## config.mk

```make
export PLATFORM = sky130hd
export DESIGN_NAME = spii_master
export DESIGN_NICKNAME = d
export VERILOG_FILES = /design/src/rtl/spii_master.sv
export SDC_FILE = /design/constraint.sdc
export NUM_CORES = 1
export LEC_CHECK = 0
export BUFFER_PORTS_ARGS = -buffer_cell sky130_fd_sc_hd__buf_2
export CAP_MARGIN = 10
export CELL_PAD_IN_SITES_DETAIL_PLACEMENT = 1
export CELL_PAD_IN_SITES_GLOBAL_PLACEMENT = 1
export CORE_MARGIN = 1
export CORE_UTILIZATION = 47
export DETAILED_ROUTE_END_ITERATION = 7
export PLACE_DENSITY_LB_ADDON = 0.1
export SYNTH_ARGS = -nofsm -noshare
export SYNTH_HDL_FRONTEND = slang
export SYNTH_SLANG_ARGS = --single-unit
```

## constraint.sdc

```tcl
create_clock -name clk -period 3.6 [get_ports clk]
set_input_delay 1.08 -clock clk [delete_from_list [all_inputs] [get_ports clk]]
set_output_delay 1.08 -clock clk [all_outputs]
set_load 0.005 [all_outputs]
```

## src/rtl/spii_master.sv

```systemverilog
// SPI mode-0 master: one byte per transfer, MSB first, sck half-period of DIV clk cycles.
// All outputs are registered; the next-state logic computes every register's next value.
module spii_master #(
  parameter int DIV = 4
) (
  input  logic       clk,
  input  logic       rstb,
  input  logic       start,
  input  logic [7:0] tdat,
  input  logic       din,
  output logic       ss,
  output logic       sck,
  output logic       dout,
  output logic       done,
  output logic [7:0] rdata
);

  typedef enum logic [1:0] {IDLE, SETUP, HIGH, LOW} state_t;

  localparam logic [7:0] LAST = 8'(DIV - 1);

  state_t     state, state_nx;
  logic [7:0] cnt, cnt_nx;
  logic [2:0] bitc, bitc_nx;
  logic [7:0] tx, tx_nx;
  logic [7:0] rx, rx_nx;
  logic [7:0] rdata_nx;
  logic       ss_nx, sck_nx, dout_nx, done_nx;
  logic       end_ph;

  assign end_ph = (cnt == LAST);

  always_ff @(posedge clk) begin
    if (rstb) begin
      state <= IDLE;
      cnt   <= '0;
      bitc  <= '0;
      tx    <= '0;
      rx    <= '0;
      rdata <= '0;
      ss    <= 1'b1;
      sck   <= 1'b0;
      dout  <= 1'b0;
      done  <= 1'b0;
    end else begin
      state <= state_nx;
      cnt   <= cnt_nx;
      bitc  <= bitc_nx;
      tx    <= tx_nx;
      rx    <= rx_nx;
      rdata <= rdata_nx;
      ss    <= ss_nx;
      sck   <= sck_nx;
      dout  <= dout_nx;
      done  <= done_nx;
    end
  end

  always_comb begin
    state_nx = state;
    cnt_nx   = cnt + 8'd1;
    bitc_nx  = bitc;
    tx_nx    = tx;
    rx_nx    = rx;
    rdata_nx = rdata;
    ss_nx    = ss;
    sck_nx   = sck;
    dout_nx  = dout;
    done_nx  = 1'b0;
    case (state)
      IDLE: begin
        cnt_nx  = '0;
        bitc_nx = '0;
        if (start) begin
          state_nx = SETUP;
          tx_nx    = tdat;
          ss_nx    = 1'b0;
          dout_nx  = tdat[7];
        end
      end
      SETUP: begin
        if (end_ph) begin
          state_nx = HIGH;
          cnt_nx   = '0;
          sck_nx   = 1'b1;
          rx_nx    = {rx[6:0], din};
        end
      end
      HIGH: begin
        if (end_ph) begin
          state_nx = LOW;
          cnt_nx   = '0;
          sck_nx   = 1'b0;
          // After the last bit, dout holds bit 0 through the trailing LOW phase
          if (bitc != 3'd7) begin
            tx_nx   = {tx[6:0], 1'b0};
            dout_nx = tx[6];
          end
        end
      end
      LOW: begin
        if (end_ph) begin
          cnt_nx = '0;
          if (bitc == 3'd7) begin
            state_nx = IDLE;
            ss_nx    = 1'b1;
            dout_nx  = 1'b0;
            done_nx  = 1'b1;
            rdata_nx = rx;
          end else begin
            state_nx = HIGH;
            bitc_nx  = bitc + 3'd1;
            sck_nx   = 1'b1;
            rx_nx    = {rx[6:0], din};
          end
        end
      end
      default: state_nx = IDLE;
    endcase
  end

endmodule

```

* Yosys cells after proc, flatten, opt, wreduce, memory -nomap -nowiden
Index checks and enable logic that the tools add are counted.
** Storage, ports and cells
- Register bits after elaboration :: 40
- Bits of input ports :: 12
** Cells by class
- Reduce and logical (&&, ||, !) cells :: 16
- Eq/ne operators :: 13
- Bitwise logic cells :: 2
- Add/subtract/negate cells :: 2
- Mux-type cells :: 35
** Operators by type and width (number)
- 8-bit two-way mux :: 4
- 8-bit one-hot mux with 2 select lines :: 2
- 7-bit two-way mux :: 3
- 4-bit AND reduction :: 4
- 2-bit inequality test, second input constant :: 7
- 7-bit one-hot mux with 2 select lines :: 1
- 1-bit two-way mux :: 13
- 2-bit two-way mux :: 5
- 8-bit by 1-bit adder with 8-bit output, second input constant :: 1
- 8-bit by 2-bit equality test with 1-bit output, second input constant :: 1
- 2-bit one-hot mux with 4 select lines :: 1
- 3-bit two-way mux :: 2
- 1-bit one-hot mux with 3 select lines :: 2
- 3-bit one-hot mux with 2 select lines :: 1
- 3-bit AND reduction :: 2
- 6-bit AND reduction :: 1
- 2-bit nonzero test :: 3
- 3-bit nonzero test :: 2
- 3-bit OR reduction :: 2
- 5-bit AND reduction :: 1
- 2-bit equality test, second input constant :: 2
- 3-bit by 1-bit adder with 3-bit output, second input constant :: 1
- 3-bit equality test, second input constant :: 1
- 3-bit inequality test, second input constant :: 1
- 4 further kinds :: 5

* Depth between registers and ports, before layout
Gate-level depths: netlist (run 1).
- Depth after elaboration :: 4
- Mapped depth :: 7
- Gate-level depth less buffers :: 6

* Worst setup path before layout (run 1)
Ideal clock, no wire load.
- Path type :: input port to flip-flop
- Start :: input start
- End :: register tx[3]
- Setup slack :: 1.660 ns
- Required time :: 3.509 ns
- Path buffers :: 1
- Arrival :: 1.849 ns
- Cell stages on the path :: 5
- Cells stage by stage :: nand2b_1 o21a_1 buf_6 a21oi_1 a311oi_1
** On the way
- Longest elaborated chain between the ends :: 2
** RTL lines
- start, declared :: line 8 : input logic start,
- 2-bit inequality test (no source line)
- 4-bit AND reduction (no source line)
- end signal, assigned :: line 49 : tx <= tx_nx;
- end, declared :: line 25 : logic [7:0] tx, tx_nx;
Every way passes these cells.
A chain may end at the register's enable or synchronous reset.

* Final worst setup path (run 1)
- Start :: register state[0]
- End :: register state[1]
** On the way
- Longest elaborated chain between the ends :: 3
- Elaborated cells on any way between the ends :: 10
** RTL lines
- start, declared :: line 22 : state_t state, state_nx;
- start signal, assigned :: line 46 : state <= state_nx;
- 2-bit by 1-bit equality test with 1-bit output (tied with other cells) :: line 70 : case (state)
- 2-bit inequality test (no source line)
- 4-bit AND reduction (no source line)
Parallel ways exist; a longest one is shown, timed or not.

==> out/metrics.yaml, run 1 <==
global_route:
  grt_pass1_wl_um: 6051
  grt_overflow: 0
  grt_pass1_vias: 1362
  grt_start_max_net_pins: 35
  track_usage: 0.1916
  antenna_found_initial: 0
setup_path:
  crit_buf_inv: 1
  worstSetupEndpointType: "flip-flop"
  crit_required_ns: 3.80
  crit_type: "flip-flop to flip-flop"
  crit_family: "compound AO/OA/AOI/OAI gates"
  arrival_ns: 2.44
  path_max_fanout: 16
  crit_path_cell_trace: "inv_1 > ha_1 > or2_2 > o22ai_1 > a31oi_1 > a311oi_1"
  start_kind: "flip-flop"
  cpMaxStageDelayCell: "ha_1"
  critPathMaxStageDelay_ns: 0.47
clock_network:
  h-tree-depth: 2
  path_clk_slew_ns: 0.07
  cts.sinks: 40
  postCtsSetupRepairBufs: 0
  clockBufferDepth: 2
  hold_buffers: 0
  cts_made_buffers: 5
  cts_resized: 0
  tritoncts: "yes"
  clkLatencyLatePin_ns: 0.29
  cts_root_buf: "clkbuf_8"
floorplanning:
  die-area_um2: 4060
  die_x_um: 63.72
  rows: 22
  initial_core_util: 0.4891
  ios: 24
  die_h_um: 63.72
  core_area_um2: 3661
sta:
  tns_ns: 0
  max_freq_ghz: 0.4465
  setup_ws_ns: 1.361
  relSlewSlack: 0.4902
  finalCritPeriodShare: 0.6221
  skew_ns: 0.003728
  setup_viol: 0
  rsz0062_at_grt: "no"
  max_slew.worst_pin.slew_ns: 0.7646
  maxSlewViolCount: 0
  min_period_ns: 2.239
  hold_viol: 0
detailed_routing:
  detail_route.wl_per_cell_um: 14.23
  vias: 1384
  drc_errors: 0
  drt_iter0_drc: 47
  drtAntennaViolNets: 0
  avgViaCountPerCell: 5.492
  drt-total-wl_um: 3585
  dr.pass1.iters: 4
pwr:
  combPwrFrac: 0.305
  p_clk_frac: 0.235
  netSwitchingFraction: 0.3370
  p_leak_nw: 0.8394
  ir_worst_vdd_v: 0.0002649
  p_sw_uw: 401.4
  sequentialPowerShare: 0.461
  p_int_uw: 789.7
  p_per_area_nw_per_um2: 595.4
logic_synthesis:
  synthAdderAreaFrac: 0.04892
  synth_compound_area_frac: 0.1328
  yosysUniqueCellTypes: 39
  synthesis.area_um2: 1790
  yosys_warnings: 0
  synth.avg_cell_area_um2: 9.784
  synth.area.mux_share: 0.1349
  synth_top_family_by_area: "simple AND/OR/NAND/NOR gates"
  ys_seq_area_frac: 0.4472
  synth_xor_area_frac: 0.02935
  synth-seq-cells: 40
  yosys.area_share.simple: 0.1684
  synth_nets: 202
  synthCells: 183
finish:
  layout_common_cells: "dfxtp_1, nor2_1, mux2i_1, buf_2, a21oi_1"
  drive_gt1_frac: 0.1863
  nFillCells: 433
  final_common_cell: "dfxtp_1"
  design_area_um2: 2001
  multiInputGateArea_um2: 920.9
  area_delta_synth_final_pct: 11.74
  antenna_cells: 0
  seqCellArea_um2: 800.8
  fin_nets: 223
flow_run:
  maxCapViolations: 0
placement:
  io_buffers: 23
  pre_cts_slack_ns: 1.294
  gp_congestion: 0.7640
  dp_hpwl_um: 2520
  placed_area_um2: 1919
outcome:
  outcome: "finished, final reports clean"
min_path:
  hold_path.class: "flip-flop to flip-flop"
==> layout make-up <==
class / count / share of cell area
Inverter: 4 / 0.007505
Tap cell: 48 / 0.03002
Sequential cell: 40 / 0.4002
Clock buffer: 5 / 0.03440
Timing Repair Buffer: 24 / 0.06129
Multi-Input combinational cell: 129 / 0.4603
Clock inverter: 2 / 0.006254
==> path summary, 6_finish.rpt <==
path / startpoint / to / slack [ns] / depth (start not counted)
setup / recovery: state[0] / state[1] / 1.36 / 6
hold / removal: cnt[0] / cnt[0] / 0.46 / 1
setup reg to reg: state[0] / state[1] / 1.36 / 6
hold reg to reg: cnt[0] / cnt[0] / 0.46 / 1
==> flip-flops by register name (all words and copies together), names as in the netlist <==
register and count:
cnt 8, rdata 8, rx 8, tx 7, bitc 3, state 2
done 1, dout 1, sck 1, ss 1
==> cell families (layout without fill, tap and decap cells) <==
| family | count (synthesis) | in the layout |
|---|---|---|
| xor+xnor | 6 | 6 |
| flops | 40 | 40 |
| compound gates | 32 | 32 |
| simple gates | 60 | 60 |
| fa+ha+maj | 7 | 7 |
| buf+inv | 14 | 35 |
| mux | 24 | 24 |
==> stage by stage <==
stage / util / std cells / hold slack [ns] / power, mW
floorplan: - / 183 / 0.4262 / 0.8474
global placement: 0.5243 / 245 / 0.4391 / 0.8937
detailed placement: 0.5243 / 245 / 0.4505 / 0.9179
CTS: 0.5465 / 252 / 0.4692 / 1.202
global route: 0.5465 / 252 / 0.4937 / 1.271
finish: 0.5465 / 252 / 0.4646 / 1.191
==> power groups by stage <==
stage / combinational [mW] / clock (mW) / sequential [mW]
detailed placement: 0.362 / 0 / 0.556
global route: 0.407 / 0.308 / 0.555
floorplan: 0.300 / 0 / 0.547
finish: 0.363 / 0.280 / 0.549
global placement: 0.339 / 0 / 0.555
CTS: 0.365 / 0.290 / 0.548
==> layer usage <==
| metal | GRT usage | routed length [um] | part of all wire |
|---|---|---|---|
| met3 | 0.04348 | 105 | 0.029 |
| met2 | 0.3112 | 1665 | 0.46 |
| met4 | 0.06818 | 49 | 0.014 |
| met5 | 0 | 0 | 0 |
| met1 | 0.2466 | 1764 | 0.49 |
==> worst reg2reg max path, cell delays in order, from the launching register on <==
cell and delay (ns):
dfxtp_1 0.42, inv_1 0.10, ha_1 0.47, or2_2 0.41, o22ai_1 0.37, a31oi_1 0.14, a311oi_1 0.25
==> cells in the mapped netlist <==
| cell type | count | share of area |
|---|---|---|
| xnor2_1 | 3 | 0.015 |
| nand2_1 | 4 | 0.0084 |
| buf_6 | 2 | 0.013 |
| nand4b_1 | 1 | 0.0049 |
| inv_1 | 4 | 0.0084 |
| a311oi_1 | 8 | 0.039 |
| o211ai_2 | 1 | 0.0070 |
| a22oi_1 | 1 | 0.0042 |
| and4_1 | 1 | 0.0049 |
| or4_4 | 1 | 0.0063 |
| nor2_1 | 29 | 0.061 |
| mux2_2 | 1 | 0.0063 |
| nand4_1 | 3 | 0.010 |
| o31ai_4 | 1 | 0.012 |
| mux2i_1 | 23 | 0.13 |
| clkbuf_1 | 7 | 0.015 |
| a21o_1 | 1 | 0.0042 |
| buf_2 | 1 | 0.0028 |
| nor3_1 | 3 | 0.0084 |
| or3b_2 | 1 | 0.0049 |
| a21bo_2 | 1 | 0.0056 |
| ha_1 | 7 | 0.049 |
| a21oi_1 | 13 | 0.036 |
| o22ai_1 | 1 | 0.0035 |
| nor2b_1 | 5 | 0.017 |
| o21a_1 | 1 | 0.0042 |
| xor2_1 | 3 | 0.015 |
| a32oi_1 | 1 | 0.0049 |
| or2_2 | 1 | 0.0035 |
| or3_1 | 1 | 0.0035 |
| nand2b_1 | 2 | 0.0070 |
| o211ai_1 | 1 | 0.0042 |
| nor4_1 | 2 | 0.0070 |
| nor3b_1 | 2 | 0.0084 |
| nand3_1 | 2 | 0.0056 |
| dfxtp_1 | 40 | 0.45 |
| a31oi_1 | 1 | 0.0035 |
| and3_1 | 2 | 0.0070 |
| o21bai_1 | 1 | 0.0042 |
Power figures use the tool's default switching activity.
==> inputs of run 2 (changes only) <==
- CORE_UTILIZATION: 47 -> 43
- clock period: 3.6 -> 2.14 ns (I/O delays scaled with it)
==> run 2 against run 1 <==
Effect of this change:
- hold slack barely moved
- worst setup slack got worse by 1.2 ns
- via count is 0.22% lower
- non-clock buffer count increased by 6
- combinational power rose by 85%
- global-route usage grew 0.64 points
- flip-flop and latch count unchanged
- wire length is 9.4% higher
- register-to-register slack got worse by 1.2 ns
- critical endpoint is now tx[4]
- largest cell class unchanged
==> out/metrics.yaml, run 2 (synthesized netlist as in run 1, its figures left out) <==
finish:
  fin_nets: 229  # +2.7%
  nFillCells: 460  # +6.2%
  layout_common_cells: "dfxtp_1, nor2_1, mux2i_1, buf_2, a21oi_1"
  antenna_cells: 0  # unchanged
  area_delta_synth_final_pct: 17.54
  final_common_cell: "dfxtp_1"
  largestRegisters: "cnt x8, rdata x8, rx x8"
  drive_gt1_frac: 0.2227  # +0.03647
min_path:
  whs_path_depth: 2  # +1
  hold_path_end: "bitc[2]"
  hold_path.class: "flip-flop to flip-flop"
  hold_start: "bitc[2]"
global_route:
  grt_start_max_net_pins: 21  # -40%
  track_usage: 0.1981  # +0.006449
  grt_overflow: 0  # unchanged
  grt_pass1_wl_um: 6423  # +6.1%
  grt_pass1_vias: 1361  # -0.073%
  antenna_found_initial: 0  # unchanged
floorplanning:
  die_x_um: 66.53  # +4.4%
  ios: 24  # unchanged
  die_h_um: 66.53  # +4.4%
  core_area_um2: 4000  # +9.3%
  rows: 23  # +4.5%
  die-area_um2: 4426  # +9.0%
  initial_core_util: 0.4476  # -0.04146
setup_path:
  crit_required_ns: 2.35  # -1.45 ns
  start_kind: "flip-flop"
  crit_path_cell_trace: "ha_1 > or3b_4 > o31ai_4 > buf_12 > a21oi_1 > a311oi_1"
  cpMaxStageDelayCell: "or3b_4"
  critPathMaxStageDelay_ns: 0.44  # -0.03 ns
  path_max_fanout: 11  # -5
  worstReg2RegEnd: "tx[4]"
  crit_type: "flip-flop to flip-flop"
  worstSetupEndpointType: "flip-flop"
  reg2regPathDepth: 6  # unchanged
  arrival_ns: 2.14  # -0.30 ns
  r2r-start: "cnt[0]"
  rrSetupSlack_ns: 0.21  # -1.15 ns
clock_network:
  path_clk_slew_ns: 0.08  # about the same
  tritoncts: "yes"
  h-tree-depth: 2  # unchanged
  cts.sinks: 40  # unchanged
  cts_root_buf: "clkbuf_8"
  clkLatencyLatePin_ns: 0.30  # about the same
  cts_made_buffers: 5  # unchanged
  clockBufferDepth: 2  # unchanged
sta:
  min_period_ns: 1.932  # -0.3078 ns
  maxSlewViolCount: 0  # unchanged
  skew_ns: 0.005543  # +0.001815 ns
  max_slew.worst_pin.slew_ns: 0.6386  # -0.1260 ns
  setup_viol: 0  # unchanged
  tns_ns: 0  # unchanged
  rsz0062_at_grt: "no"
  finalCritPeriodShare: 0.9026  # +0.2806
  relSlewSlack: 0.5730  # +0.08275
  max_freq_ghz: 0.5177  # +16%
  hold_viol: 0  # unchanged
  fin_hold_ws_ns: 0.4642  # -0.0003710 ns
placement:
  io_buffers: 23  # unchanged
  dp_hpwl_um: 2742  # +8.8%
  gp_congestion: 0.8127  # +6.4%
outcome:
  outcome: "finished, final reports clean"
detailed_routing:
  drc_errors: 0  # unchanged
  drt-total-wl_um: 3922  # +9.4%
  dr.pass1.iters: 4  # unchanged
  detail_route.wl_per_cell_um: 15.03  # +5.6%
  drt_iter0_drc: 38  # -19%
  vias: 1381  # -0.22%
  drtAntennaViolNets: 0  # unchanged
  avgViaCountPerCell: 5.291  # -3.7%
flow_run:
  maxCapViolations: 0  # unchanged
pwr:
  p_leak_nw: 0.8938  # +6.5%
  p_per_area_nw_per_um2: 1059  # +78%
  ir_worst_vdd_v: 0.0004019  # +52%
  fin_total_pwr_mw: 2.229  # +87%
[run 2: metrics by stage]
step                instance area (um^2)  setup slack (ns)  utilization  std cells
floorplan                           1790            0.3070            -        183
finish                              2105            0.2084       0.5261        261
global placement                    1959            0.1849       0.4898        252
detailed placement                  1959           0.03097       0.4898        252
CTS                                 2074           0.02727       0.5186        260
global route                        2105           0.03418       0.5261        261
[run 2: critical path: cells and delay by family, from the launching register on]
family,cells,cell delay (ns)
compound gates,3,0.61
simple gates,1,0.44
flops,1,0.38
fa+ha+maj,1,0.23
buf+inv,1,0.17
[run 2: final cells by class]
type | count | area, um^2 | area share
clock buffer | 5 | 68.82 | 0.03270
multi-input combinational | 129 | 930.9 | 0.4423
inverter | 4 | 15.01 | 0.007134
sequential | 40 | 800.8 | 0.3805
tap | 50 | 62.56 | 0.02973
timing repair buffer | 30 | 180.2 | 0.08561
clock inverter | 3 | 46.29 | 0.02200
[run 2: how the worst max path moves through the flow]
stage,startpoint,end,slack [ns]
CTS,cnt[0],tx[1],0.03
detailed placement,cnt[0],tx[4],0.03
global route,bitc[0],rx[5],0.03
finish,cnt[0],tx[4],0.21
floorplan,cnt[0],rdata[0],0.31
global placement,cnt[0],tx[3],0.18
[run 2: repair_timing]
item | 4_1_cts | 5_1_grt
hold buffers | 0 | 0
endpoints found under the setup margin | 0 | 9
buffers inserted | 0 | 1
hold endpoints to repair | 0 | 0
resized for setup | 0 | 3
[run 2: layer usage]
layer | part of all wire | track usage | up-vias
met4 | 0.016 | 0.07979 | 0
met1 | 0.48 | 0.2469 | 652
met5 | 0 | 0 | -
met2 | 0.47 | 0.3189 | 19
met3 | 0.029 | 0.05651 | 7
li1 | - | - | 703
[run 2: power breakdown]
group / switching (mW) / internal (mW) / leakage (nW)
Sequential: 0.0719 / 0.851 / 0.325
Combinational: 0.370 / 0.300 / 0.514
Clock: 0.285 / 0.351 / 0.0548
Total: 0.727 / 1.50 / 0.894
